===== src/rtl/instr_mem_responder.sv =====
// instr_mem_responder: preloadable instruction memory answering PC fetches after LATENCY cycles over valid/ready
module instr_mem_responder #(
  parameter int ADDR_W  = 4,
  parameter int LATENCY = 1
) (
  input  logic              clk,
  input  logic              rst,
  input  logic              load_en,
  input  logic [ADDR_W-1:0] load_addr,
  input  logic [15:0]       load_data,
  input  logic              req_valid,
  output logic              req_ready,
  input  logic [15:0]       req_pc,
  output logic              rsp_valid,
  input  logic              rsp_ready,
  output logic [15:0]       rsp_instr,
  output logic              rsp_err,
  output logic              busy,
  output logic [15:0]       fetch_count
);
  localparam int DEPTH = 1 << ADDR_W;
  typedef enum logic [1:0] {IDLE, WAIT, RESP} state_t;
  state_t state, state_d;
  logic [15:0] mem [DEPTH];
  logic [2:0] cnt;
  logic [ADDR_W-1:0] word;
  logic err, accept;
  assign word = req_pc[ADDR_W:1];
  assign err = req_pc[0] | (|(req_pc >> (ADDR_W + 1)));
  assign req_ready = (state == IDLE) & ~load_en;
  assign rsp_valid = state == RESP;
  assign busy = state != IDLE;
  always_comb begin
    state_d = state;
    accept = 1'b0;
    case (state)
      IDLE: begin
        accept = req_valid & ~load_en;
        state_d = accept ? ((LATENCY == 1) ? RESP : WAIT) : IDLE;
      end
      WAIT: state_d = (cnt == 3'd0) ? RESP : WAIT;
      RESP: state_d = rsp_ready ? IDLE : RESP;
      default: state_d = IDLE;
    endcase
  end
  always_ff @(posedge clk) begin
    if (rst) begin
      state <= IDLE;
      cnt <= 3'd0;
      rsp_instr <= 16'h0000;
      rsp_err <= 1'b0;
      fetch_count <= 16'h0000;
      for (int i = 0; i < DEPTH; i++) mem[i] <= 16'h0000;
    end else begin
      state <= state_d;
      if (load_en) mem[load_addr] <= load_data;
      if (accept) begin
        rsp_instr <= err ? 16'h0000 : mem[word];
        rsp_err <= err;
        cnt <= 3'(LATENCY - 1);
      end else if (state == WAIT && cnt != 3'd0) begin
        cnt <= cnt - 3'd1;
      end
      if (state == RESP && rsp_ready) fetch_count <= fetch_count + 16'd1;
    end
  end
endmodule


===== config.mk =====
export PLATFORM = sky130hd
export DESIGN_NAME = instr_mem_responder
export DESIGN_NICKNAME = d
export VERILOG_FILES = /design/src/rtl/instr_mem_responder.sv
export SDC_FILE = /design/constraint.sdc
export NUM_CORES = 1
export LEC_CHECK = 0
export CAP_MARGIN = 0
export CORE_AREA = 10 10 194 196
export DETAILED_ROUTE_END_ITERATION = 6
export DIE_AREA = 0 0 204 206
export HOLD_SLACK_MARGIN = 0.15
export SKIP_LAST_GASP = 1
export SYNTH_ARGS = -nofsm -noshare
export SYNTH_HDL_FRONTEND = slang
export SYNTH_SLANG_ARGS = --single-unit

===== constraint.sdc =====
create_clock -name clk -period 2.5 [get_ports clk]
set_input_delay 0.5 -clock clk [delete_from_list [all_inputs] [get_ports clk]]
set_output_delay 0.5 -clock clk [all_outputs]
set_load 0.02 [all_outputs]

; Word level (Yosys, flattened, before mapping)
; Memories as Yosys holds them, arrays and structs flattened.
; Cells that the tools add are included.
[op_classes]
n_mux = 14
n_bitwise = 4
addsub = 2
reduce_logical = 9
eq_ne = 2
[ops]
columns = op, n
row1 = $mux 16, 2
row2 = $add 16x1->16 const B, 1
row3 = $reduce_or 16->1, 1
row4 = $reduce_or 11->1, 1
row5 = $mux 1, 7
row6 = $mux 2, 3
row7 = $pmux 2 s3, 1
row8 = $mux 4, 1
row9 = $logic_not 3->1, 1
row10 = $reduce_bool 3->1, 1
row11 = $sub 3x1->3 const B, 1
row12 = $and 1x1->1, 2
row13 = $eq 2x1->1 const B, 1
row14 = $eq 2x2->1 const B, 1
row15 = $logic_and 1x1->1, 2
row16 = $logic_not 2->1, 1
row17 = $reduce_bool 2->1, 1
row18 = $reduce_or 2->1, 1
row19 = $not 1->1, 1
row20 = $or 1x1->1, 1
[word_totals]
mem_bits_rw = 256
regBits = 38
memories = 1
wordCells = 37
[mem_list]
columns = name, words, word_bits, read_ports, rd_ports_with_merged_regs, write_ports, line_no
row1 = mem, 16, 16, 1, 0, 16, 24  ; logic [15:0] mem [DEPTH];

; Depth between registers and ports, before layout
[logic_depth]
ltp_word = 5
depth_mapped = 6
ltp_nobuf = 6

; Worst setup path before layout
; Ideal clock, no wire load.
[synth_timing]
path_kind = input to register
start = input port req_pc[3]
end = register rsp_instr[10]
slack_ns = 0.530
path_stages = 6
required_time_ns = 2.373
n_path_buf = 2
t_arrival_ns = 1.843
cell_sequence = buf_2 buf_4 mux4_2 mux2_2 nand3_2 o211ai_2
[synth_via]
elab_chain_len = 2
[synth_rtl]
columns = element, line_no
row1 = from (decl), 13  ; input logic [15:0] req_pc,
row2 = $mem_v2 16x16, n/a
row3 = $mux 16, 58  ; rsp_instr <= err ? 16'h0000 : mem[word];
row4 = to (signal assigned), 58
row5 = to (decl), 16  ; output logic [15:0] rsp_instr,
; Every way passes these cells.
; A chain may end at the register's enable or synchronous reset.

; Final worst setup path
[layout_timing]
start = register state[1]
end = output port rsp_valid
[layout_via]
elab_chain_len = 1
[layout_rtl]
columns = element, line_no
row1 = from (decl), 23  ; state_t state, state_d;
row2 = from (signal assigned), 55  ; state <= state_d;
row3 = $eq 2x2->1, 31  ; assign rsp_valid = state == RESP;
row4 = to (decl), 14  ; output logic rsp_valid,
; Every way passes these cells.

==> summary.md <==
| Metric | Value |
|---|---|
| Layout cells sized above 1 | `24.0%` |
| Synth warn | `0` |
| Syn Inst Count | `893` |
| Clk buf depth | `3` |
| Combinational power share | `7.6%` |
| TNS Setup | `0 ps` |
| Grt ovf | `0` |
| Clock-pin slew on the worst setup and hold paths | `60 ps` |
| Synth Flop Type | `edfxtp_1` |
| IO buf count | `76` |
| Fin crit share | `93.1%` |
| Clk_lat worst skew | `520 ps` |
| CP arrival | `1830 ps` |
| Tot GR Track Use | `15.3%` |
| Total Power | `11.4 mW` |
| Setup CP Type | `flip-flop to output port` |
| Flop pwr share | `49.6%` |
| Startpoint type of the worst setup path | `flip-flop` |
| Core area | `0.0339 mm²` |
| RSZ-0062 raised after global routing | `no` |
| Die width | `204 µm` |
| Maximum clock rate | `430 MHz` |
| Die Span Y | `206 µm` |
| Initial DRC Count | `556` |
| Largest net degree at the start of global routing | `42` |
| H-tree depth | `2` |
| Vias per inst | `5.12` |
| Clk pwr share | `42.8%` |
| Initial antenna violation count | `0` |
| Placed insts | `1424` |
| Setup WS post-layout | `173 ps` |
| Hold Vio Cnt, Final | `0` |
| Initial Utilization | `39.4%` |
| Post-placement cell area | `0.0152 mm²` |
| # diodes | `0` |
| Boundary Pins | `77` |
| GP Congestion | `0.767` |
| CTS Sinks | `294` |
| Setup Viol. Count Final | `0` |
| Final Net Count | `1049` |
| Slew HR | `18.4%` |
| DRT antenna net count | `0` |
| Global-route wire length before repair | `49400 µm` |
| Yosys reg bits | `294` |
| Die ar. | `0.0420 mm²` |
| Non-Filler Instances | `1484` |
| Int Pwr | `8.87 mW` |
| Sequential cell area fraction in the yosys report | `63.2%` |
| DRC | `0` |
| Max Slew Vio Count | `0` |
| Vias | `7596` |
| Pwr/cell area | `700 mW/mm²` |
| Switch Pwr | `2.51 mW` |
| Post-synth EDFFs | `256` |
| Drt wl/cell | `21.5 µm` |
| Vias in the first global route | `7920` |
| HPWL after DPL | `20900 µm` |
| # rows | `68` |
| Clk_skew | `20.6 ps` |
| VDD IR max | `371 µV` |
| Setup Fix Bufs, Post-CTS | `0` |
| Wirelength, routed | `31800 µm` |
| Worst min-delay path class | `flip-flop to flip-flop` |
| Leakage | `5.73 nW` |
| Worst hold slack | `480 ps` |
| Design Area, Final | `0.0163 mm²` |
| Area grow syn2layout | `21.6%` |
| Synth async-reset ratio | `0%` |
| Commonest cells after routing, fill and taps aside | `and2_1 (257), edfxtp_1 (256), clkdlybuf4s50_1 (72)` |
| Worst-Margin Slew | `1220 ps` |
| Post-synth cell types | `51` |
| Status | `finished clean` |
| Syn Std Cell Area | `0.0134 mm²` |
| Max Cap Violations | `0` |
| Crit path max fanout | `9` |
| CP endpoint kind | `output port` |
| Most common cell after layout, fill and taps aside | `and2_1` |
| CTS tree | `done` |
| WP data required | `2000 ps` |
| Root buffer cell | `clkbuf_16` |
| Dpl ws | `44.6 ps` |
| Syn_nets | `937` |
| Synthesized area per cell | `15.0 µm²` |
| Switching part of the total | `22.1%` |
| Pre-antenna DRT Iters | `4` |
| Fin util | `47.9%` |
| Tmin final | `2330 ps` |
| TritonCTS Buffers | `34` |
## area by class of cell
cell class	count	area, µm²
fill	2923	17700
timing repair buffer	139	1500
clock inverter	23	218
clock buffer	37	883
inverter	4	15.0
multi-input combinational	532	4620
sequential	294	8450
tap	455	569
## kinds of logic after synthesis
kind of cell	count (synthesis)	synth area share (%)
xor+xnor	10	0.655
fa+ha+maj	3	0.281
compound gates	35	2.14
simple gates	387	18.0
mux	97	13.4
flops	294	63.2
buf+inv	67	2.28
## metal layers
layer  track usage (%)  wire length (µm)  vias up
met1              21.7             14800     3829
met2              23.7             14600      211
met3              3.12              1830       47
met5                 0                 0        -
li1                  -                 -     3509
met4              4.02               583        0
## synthesized netlist by cell type, types with 2 or more instances
cell	n	area, µm²
and2_1	257	1610
edfxtp_1	256	7690
mux4_2	64	1440
clkbuf_1	42	158
dfxtp_1	38	761
nor2_1	29	109
nand2_1	22	82.6
or2_2	18	113
mux2i_1	17	170
mux2_2	16	180
buf_2	10	50.1
nand3_2	10	100
o211ai_2	10	125
a21oi_1	9	45.0
nand3_1	8	40.0
buf_4	5	37.5
nor4_1	5	31.3
o211ai_1	5	37.5
o31ai_1	5	37.5
or4_1	5	37.5
xnor2_1	5	43.8
xor2_1	5	43.8
inv_1	4	15.0
nand4_1	4	25.0
nor3_1	4	20.0
buf_1	3	11.3
buf_6	3	33.8
ha_1	3	37.5
nand2b_1	3	18.8
nor3b_1	3	22.5
a211oi_1	2	15.0
and3_1	2	12.5
nor2b_1	2	12.5
nor3_2	2	20.0
## power by group through the flow
stage / Sequential, mW / Combinational [mW] / Clock (mW)
finish: 5.64 / 0.867 / 4.87
CTS: 5.65 / 0.885 / 4.97
global placement: 5.74 / 0.879 / 0
detailed placement: 5.75 / 0.881 / 0
global route: 5.66 / 0.929 / 5.19
floorplan: 5.71 / 0.483 / 0
## timing repair
item / CTS / global route
gates resized for setup: 0 / 1
setup endpoints to repair: 0 / 1
hold buffers: 0 / 0
## state kept, by name (all words and copies together), names as in the netlist
| name | flops |
|---|---|
| cnt | 3 |
| fetch_count | 16 |
| mem | 256 |
| rsp_err | 1 |
| rsp_instr | 16 |
| state | 2 |
## worst max-delay path, stage by stage, from the launching register on
cell and delay, ps:
dfxtp_1 530, and2b_2 200, clkdlybuf4s50_1 600
## worst paths after layout
kind	end	cells after the start	startpoint	slack (ps)
worst min register to register	fetch_count[15]$_SDFFE_PP0P_	2	fetch_count[15]$_SDFFE_PP0P_	480
worst max register to register	rsp_instr[10]$_SDFFE_PP0P_	4	state[1]$_SDFF_PP0_	570
worst max-delay path	rsp_valid	2	state[1]$_SDFF_PP0_	170
worst min-delay path	fetch_count[15]$_SDFFE_PP0P_	2	fetch_count[15]$_SDFFE_PP0P_	480
Note: power is estimated with default switching activity, not from simulation.
==> patch (config.mk and constraints unchanged) <==
Set the parameter `ADDR_W` to 3 (it was 4).
--- a/src/rtl/instr_mem_responder.sv
+++ b/src/rtl/instr_mem_responder.sv
@@ -1,5 +1,5 @@
 // instr_mem_responder: preloadable instruction memory answering PC fetches after LATENCY cycles over valid/ready
 module instr_mem_responder #(
-  parameter int ADDR_W  = 4,
+  parameter int ADDR_W  = 3,
   parameter int LATENCY = 1
 ) (
Ports: changed (resized load_addr); port bits go from 77 to 76. The function was not compared with the original's and may differ.
==> patch against the original RTL <==
Sequential cell count fell by 128; highest routed layer is now met5; total power fell by 46%; worst setup slack got worse by 0.032 ns; via count fell by 44%; critical path depth rose by 1; worst hold slack improved by 0.0080 ns; clock skew fell by 0.014 ns; final area fell by 43%; wire length fell by 45%; area after synthesis fell by 46%; first-iteration DRC count fell by 64%.
==> patch: results (changes against the original RTL) <==
INFO  layout         biggestRegsByFlops=mem (128), fetch_count (16), rsp_instr (16) [was mem (256), fetch_count (16), rsp_instr (16)]
INFO  route          post_drt_via_cell_ratio=3.99 [was 5.12]
INFO  yosys          synth-xor-area-share=0.0133 [was 0.00655]
INFO  grt            grt_first_pass_wirelength=27300um [was 49400 um]
INFO  grt            initial_antenna_violation_count=2 [was 0]
INFO  timing         largest_clock_skew_in_the_final_design=0.00702ns [was 0.0206 ns]
INFO  clocking       cts-root-to-sink-buffers=2 [was 3]
INFO  route          drt_iter0_markers=199 [was 556]
INFO  place          globalplace.congestion=0.713 [was 0.767]
INFO  grt            use_met1=0.107 [was 0.217]
INFO  yosys          seq_area_frac_synth=0.633 [was 0.632]
INFO  place          placement.io_buffers=75 [was 76]
INFO  clocking       htreeDepth=4 [was 2]
INFO  grt            grt_max_degree=33 [was 42]
INFO  yosys          synth_unique_cells=37 [was 51]
INFO  layout         n_fill_cell=3414 [was 2923]
INFO  yosys          yosys-mux-area-fraction=0.125 [was 0.134]
INFO  route          routed_wl=17600um [was 31800 um]
INFO  setup_path     regToRegSetupSlack=0.70ns [was 0.57 ns]
INFO  layout         fin_nets=634 [was 1049]
INFO  timing         worst-slew-pin-transition=0.546ns [was 1.22 ns]
INFO  clocking       insertion_delay=0.42ns [was 0.52 ns]
INFO  grt            met3_usage=0.0346 [was 0.0312]
INFO  layout         post_route_cells_drive_above_1_share=0.184 [was 0.240]
INFO  timing         finalHoldWorstSlack=0.488ns [was 0.480 ns]
INFO  yosys          synthTopCellsByCount=and2_1 (128), edfxtp_1 (128), dfxtp_1 (38), mux4_2 (32), nor2_1 (27) [was and2_1 (257), edfxtp_1 (256), mux4_2 (64), clkbuf_1 (42), dfxtp_1 (38)]
INFO  grt            use_met2=0.140 [was 0.237]
INFO  yosys          postSynthNetCount=546 [was 937]
INFO  pwr            leakage_power=0.00311uW [was 0.00573 uW]
INFO  pwr            max_rail_drop_vdd=0.000401V [was 0.000371 V]
INFO  run_status     outcome=finished clean [unchanged]
INFO  grt            grt_pass1_vias=4554 [was 7920]
-- patch: worst paths after layout --
check	startpoint	end	cells after the start
setup / recovery	state[1]	req_ready	3
hold / removal	rsp_instr[15]	rsp_instr[15]	1
setup reg to reg	state[0]	fetch_count[14]	6
hold reg to reg	rsp_instr[15]	rsp_instr[15]	1
-- patch: layer usage --
layer  vias to the layer above  part of all wire
met5                         -            0.0013
met4                         4            0.0036
met3                        12             0.075
met2                       110              0.47
met1                      2077              0.45
li1                       2031                 -
-- patch: kinds of logic after synthesis --
family / count (synthesis)
simple gates: 213
flops: 166
mux: 49
compound gates: 32
buf+inv: 29
xor+xnor: 11
fa+ha+maj: 3
-- patch: cell type report --
class	instances	area, um^2	share of cell area
multi-input combinational	308	2560	0.277
clock buffer	22	444	0.0480
inverter	5	18.8	0.00203
timing repair buffer	93	918	0.0993
clock inverter	10	130	0.0141
tap	455	569	0.0615
antenna	1	2.50	0.000270
sequential	166	4600	0.498
-- patch: stage by stage --
stage,power (uW),instance area (um^2),worst slack (ns),cells
after global placement,3650,8680,0.233,1027
after floorplan,3440,7270,0.423,503
after CTS,6240,9250,0.110,1059
after detailed placement,3660,8680,0.207,1027
final,6190,9250,0.141,1060
after global routing,6410,9250,0.0195,1059
-- patch: power by group through the flow --
stage	Sequential, uW	Combinational, uW	Clock [uW]
5_1_grt	3160	489	2770
2_1_floorplan	3190	257	0
3_3_place_gp	3200	453	0
4_1_cts	3140	459	2640
3_5_place_dp	3200	457	0
6_report	3140	449	2600
-- patch: critical path, cell delays in order, from the launching register on --
cell and delay [ns]:
dfxtp_1 0.37, or2_2 0.32, nor2_1 0.12, clkdlybuf4s50_1 0.63
